## config.mk

```make
export PLATFORM = sky130hd
export DESIGN_NAME = lru_miss_allocator
export DESIGN_NICKNAME = d
export VERILOG_FILES = /design/src/rtl/cache_pkg.sv /design/src/rtl/victim_select.sv /design/src/rtl/lru_miss_allocator.sv
export SDC_FILE = /design/constraint.sdc
export NUM_CORES = 1
export LEC_CHECK = 0
export CORE_MARGIN = 2
export CORE_UTILIZATION = 40
export CTS_CLUSTER_SIZE = 14
export DETAILED_ROUTE_END_ITERATION = 8
export MAX_ROUTING_LAYER = met4
export PLACE_DENSITY = 0.81
export SLEW_MARGIN = 20
export SYNTH_ARGS = -nofsm -noshare
export SYNTH_HDL_FRONTEND = slang
export SYNTH_HIERARCHICAL = 1
export SYNTH_SLANG_ARGS = --single-unit
```

## constraint.sdc

```tcl
create_clock -name clk -period 1.95 [get_ports clk]
set_input_delay 0.2925 -clock clk [delete_from_list [all_inputs] [get_ports clk]]
set_output_delay 0.2925 -clock clk [all_outputs]
set_load 0.05 [all_outputs]
```

## src/rtl/cache_pkg.sv

```systemverilog
// Shared types and helpers for the LRU miss allocator.
// Optional feature: LRU_ALLOC_INVALID_FIRST_EN (invalid ways are filled before evicting).
package cache_pkg;

    localparam int MAX_WAYS = 32;

    typedef enum logic [2:0] {
        S_IDLE,
        S_SELECT,
        S_WB,
        S_FILL,
        S_ALLOC
    } alloc_state_e;

    function automatic logic onehot_ok(input logic [MAX_WAYS-1:0] v);
        return (v != '0) && ((v & (v - MAX_WAYS'(1))) == '0);
    endfunction

    // Lowest clear bit of v as a one-hot vector (zero if v is all ones).
    function automatic logic [MAX_WAYS-1:0] lowest_zero_onehot(
        input logic [MAX_WAYS-1:0] v
    );
        return ~v & (v + MAX_WAYS'(1));
    endfunction

endpackage

```

## src/rtl/victim_select.sv

```systemverilog
// Victim choice: validates the LRU one-hot target and, when
// LRU_ALLOC_INVALID_FIRST_EN is defined, prefers the lowest invalid way.
module victim_select
    import cache_pkg::*;
#(
    parameter int NUM_WAYS = 4
) (
    input  logic [NUM_WAYS-1:0] target,
    input  logic                ready,
    input  logic [NUM_WAYS-1:0] valid_ways,
    output logic                victim_valid,
    output logic [NUM_WAYS-1:0] victim_onehot
);

    logic [MAX_WAYS-1:0] target_ext;
    logic                lru_ok;

    assign target_ext = MAX_WAYS'(target);
    assign lru_ok     = ready & onehot_ok(target_ext);

`ifdef LRU_ALLOC_INVALID_FIRST_EN
    logic [MAX_WAYS-1:0] pad_valid;
    logic [MAX_WAYS-1:0] free_ext;
    logic [NUM_WAYS-1:0] free_way;
    logic                unused_free;

    // Ways above NUM_WAYS read as valid so they are never picked.
    assign pad_valid   = ~MAX_WAYS'(~valid_ways);
    assign free_ext    = lowest_zero_onehot(pad_valid);
    assign free_way    = free_ext[NUM_WAYS-1:0];
    assign unused_free = ^free_ext;

    always_comb begin
        victim_valid  = lru_ok;
        victim_onehot = target;
        if (valid_ways != '1) begin
            victim_valid  = 1'b1;
            victim_onehot = free_way;
        end
    end
`else
    logic unused_valid;

    assign unused_valid  = ^valid_ways;
    assign victim_valid  = lru_ok;
    assign victim_onehot = target;
`endif

endmodule

```

## src/rtl/lru_miss_allocator.sv

```systemverilog
// Miss sequencer between tag/dirty arrays, LRU policy and memory port.
// Optional feature: LRU_ALLOC_INVALID_FIRST_EN (see victim_select).
module lru_miss_allocator
    import cache_pkg::*;
#(
    parameter int NUM_WAYS   = 4,
    parameter int ADDR_WIDTH = 32
) (
    input  logic                  clk,
    input  logic                  reset_n,
    input  logic                  miss_valid,
    output logic                  miss_ready,
    input  logic [ADDR_WIDTH-1:0] miss_addr,
    input  logic [NUM_WAYS-1:0]   evictionTarget,
    input  logic                  evictionReady,
    input  logic [NUM_WAYS-1:0]   dirtyWays,
    input  logic [NUM_WAYS-1:0]   validWays,
    output logic                  wb_req,
    output logic [NUM_WAYS-1:0]   wb_way,
    input  logic                  wb_ack,
    output logic                  fill_req,
    output logic [ADDR_WIDTH-1:0] fill_addr,
    input  logic                  fill_ack,
    output logic [NUM_WAYS-1:0]   allocateWay,
    output logic                  alloc_done
);

    alloc_state_e        state;
    alloc_state_e        state_nx;
    logic [NUM_WAYS-1:0] victim;
    logic                sel_valid;
    logic [NUM_WAYS-1:0] sel_onehot;
    logic                sel_dirty;

    victim_select #(
        .NUM_WAYS(NUM_WAYS)
    ) u_victim_select (
        .target       (evictionTarget),
        .ready        (evictionReady),
        .valid_ways   (validWays),
        .victim_valid (sel_valid),
        .victim_onehot(sel_onehot)
    );

    assign sel_dirty = |(sel_onehot & dirtyWays);

    always_ff @(posedge clk or negedge reset_n) begin
        if (!reset_n) begin
            state     <= S_IDLE;
            fill_addr <= '0;
            victim    <= '0;
        end else begin
            state <= state_nx;
            if (state == S_IDLE && miss_valid) begin
                fill_addr <= miss_addr;
            end
            // Victim is captured once; later target changes are ignored.
            if (state == S_SELECT && sel_valid) begin
                victim <= sel_onehot;
            end
        end
    end

    always_comb begin
        state_nx = state;
        unique case (state)
            S_IDLE: begin
                if (miss_valid) state_nx = S_SELECT;
            end
            S_SELECT: begin
                if (sel_valid) state_nx = sel_dirty ? S_WB : S_FILL;
            end
            S_WB: begin
                if (wb_ack) state_nx = S_FILL;
            end
            S_FILL: begin
                if (fill_ack) state_nx = S_ALLOC;
            end
            S_ALLOC: begin
                state_nx = S_IDLE;
            end
            default: begin
                state_nx = S_IDLE;
            end
        endcase
    end

    always_comb begin
        miss_ready  = 1'b0;
        wb_req      = 1'b0;
        wb_way      = '0;
        fill_req    = 1'b0;
        allocateWay = '0;
        alloc_done  = 1'b0;
        unique case (state)
            S_IDLE:  miss_ready = 1'b1;
            S_WB: begin
                wb_req = 1'b1;
                wb_way = victim;
            end
            S_FILL:  fill_req = 1'b1;
            S_ALLOC: begin
                allocateWay = victim;
                alloc_done  = 1'b1;
            end
            default: ;
        endcase
    end

endmodule

```

==> results_dict.tcl <==
set metrics [dict create \
    drc_errors 0 \
    arrival_ps 1580 \
    syn_avg_cell_area_um2 15.6 \
    ctsHtreeMaxLevel 2 \
    dr_total_vias 1282 \
    placed_area_um2 2880 \
    yosysUniqueCellTypes 25 \
    hold_viol 0 \
    yosysWarnings 6 \
    outcome "completed" \
    maxCapViolCount 0 \
    wl_per_cell_um 14.6 \
    clock_path_buffers 2 \
    cp_top_family "simple AND/OR/NAND/NOR gates" \
    fin_skew_ps 3.79 \
    yosysSeqAreaShare_pct 53.1 \
    syn-num-nets 168 \
    synth_cells 118 \
    cp_cell_sequence "or2_2, nor2_4, and2_2, buf_12" \
    p_seq_share_pct 27.4 \
    drt_pass1_iterations 4 \
    area_growth_pct 64.3 \
    dp_hpwl_um 3020 \
    critPathMaxFanout 6 \
    dieArea_um2 5160 \
    diodes 0 \
    antenna_found_initial 0 \
    power_density_nw_per_um2 1790 \
    n_fill_cell 332 \
    cts_buffers 5 \
    synth-seq-cells 39 \
    finalCritPeriodShare_pct 96.0 \
    rsz0062_at_grt "no" \
    drt_iter0_drc 30 \
    relSlewSlack_pct 64.9 \
    io_buffer_count 89 \
    multi_input_area_um2 771 \
    crit_cells 4 \
    clockRootBuffer "clkbuf_8" \
    max_freq_mhz 534 \
    drive_above_1_share_pct 36.3 \
    grt_overflow_total 0 \
    pre_cts_ws_ps -201 \
    path_clk_slew_ps 70 \
    min_period_ps 1870 \
    grt_pass1_vias 1374 \
    combPwrFrac_pct 60.0 \
    cts_sinks 39 \
    swShare_pct 43.4 \
    postRouteAntennaNets 0 \
    die_w_um 71.8 \
    wirelength_um 3900 \
    switchingPower_mw 2.35 \
    slowest_delay_ps 460 \
    ctsHoldBuffers 0 \
    finalSetupViolCount 0 \
    gp_congestion 0.767 \
    vdd.ir_drop.worst_v 0.00101 \
    reg2regPathDepth 4 \
    cp.required_ps 1660 \
    row_count 24 \
    grt_max_degree 40 \
    start_kind "flip-flop" \
    grt_pass1_wl_um 6620 \
    grt_usage_pct 17.0 \
    slew_violations 0 \
    final_area_um2 3020 \
    synth_area_um2 1840 \
    cp_slowest_cell "dfrtp_2" \
    fp.dieH_um 71.8 \
    top_level_ports 94 \
    end_kind "output pin" \
    path_buf_inv 1 \
    setup_ws_ps 78.5 \
    insertion_delay_ps 280 \
    hp-class "in -> async" \
    via_per_inst 4.80 \
    fin_nets 264 \
    path_class "reg -> out" \
    p_leak_nw 1.30 \
    core_area_um2 4380 \
    p_int_mw 3.06 \
    start_util_pct 42.0 \
    worst_slew_pin_slew_ps 525 \
    cts_tree "yes" \
    regArea_um2 978 \
    p_clk_share_pct 12.5 \
]
==> cells in the final DEF (no fill, tap or decap) <==
master	synthesis	final
a22oi_1	3	3
and2_1	10	6
and2_2	0	4
and2_4	1	1
and2b_2	1	1
and3_1	1	1
buf_12	3	13
buf_2	0	1
buf_4	4	8
bufinv_16	0	1
clkbuf_8	0	6
clkdlybuf4s50_1	0	76
clkinv_2	0	1
dfrtp_1	39	37
dfrtp_2	0	2
inv_1	1	1
mux2_2	6	6
mux2_4	30	30
mux2i_1	1	1
nand2_1	3	3
nand4_1	1	1
nor2_1	2	1
nor2_4	0	1
nor2b_1	1	1
nor3_1	1	1
nor3_4	1	1
nor3b_4	0	1
nor4b_1	2	2
o221ai_1	1	1
o31a_1	1	1
or2_2	1	1
xnor2_1	1	1
==> stage by stage <==
stage	power (mW)	TNS [ps]	hold WS, ps	instances	utilization (%)
final	5.40	0	48.4	267	68.9
after global routing	5.65	0	80.6	267	68.9
after CTS	5.45	0	65.6	266	68.6
after detailed placement	4.73	-786	382	258	65.8
after global placement	4.69	-518	376	258	65.8
after floorplan	3.71	-405	-3.09	118	-
==> cell type report <==
class,count,share of cell area (%)
clock buffers,6,2.73
clock inverters,2,1.16
inverters,1,0.124
multi-input cells,69,25.5
flip-flops and latches,39,32.4
well taps,52,2.15
repair buffers,98,35.9
==> cells in the mapped netlist, drive strengths merged <==
cell type,instances,area share (%)
dfrtp,39,53
mux2,36,28
and2,11,3.9
buf,9,6.1
a22oi,3,1.2
nand2,3,0.61
nor2,2,0.41
nor3,2,1.2
nor4b,2,0.95
and2b,1,0.48
and3,1,0.34
inv,1,0.20
mux2i,1,0.54
nand4,1,0.34
nor2b,1,0.34
nor3b,1,0.41
o221ai,1,0.48
o31a,1,0.48
or2,1,0.34
xnor2,1,0.48
==> metal layers <==
layer / track usage, % / wire length, um / share of wire [%]
met2: 25.8 / 1870 / 48
met1: 20.9 / 1600 / 41
met5: - / 0 / 0
met3: 7.59 / 399 / 10
met4: 4.19 / 38 / 0.97
==> cell families after synthesis <==
kind of cell / after synthesis / synth area share (%)
AO/OA/AOI/OAI: 5 / 2.18
XOR/XNOR: 1 / 0.476
buffers and inverters: 10 / 6.33
flip-flops: 39 / 53.1
multiplexers: 37 / 28.7
AND/OR/NAND/NOR: 26 / 9.25
==> flip-flops by register name, summed over array words and instances (netlist names) <==
signal	count
fill_addr	32
state	3
victim	4
==> power by group through the flow <==
stage	sequential, mW	clock (mW)	combinational [mW]
3_3_place_gp	1.47	0	3.22
6_report	1.48	0.678	3.24
5_1_grt	1.53	0.741	3.37
4_1_cts	1.48	0.709	3.26
2_1_floorplan	2.64	0	1.07
3_5_place_dp	1.48	0	3.25
==> path summary, 6_finish.rpt <==
kind                               from             to  slack [ps]
setup / recovery               state[0]      wb_way[3]          80
setup reg to reg               state[1]  fill_addr[29]         340
max in group asynchronous       reset_n       state[1]        1530
min in group clk           fill_addr[4]   fill_addr[4]         510
hold reg to reg            fill_addr[4]   fill_addr[4]         510
hold / removal                  reset_n  fill_addr[12]          50
==> repair_timing <==
item                                   CTS  global route
endpoints found under the hold margin    0             0
gates resized for setup                  1             3
setup endpoints to repair                4             8
pin swaps                                0             1
buffers inserted                         0             1
No activity file was read; power rests on OpenSTA's default activity.
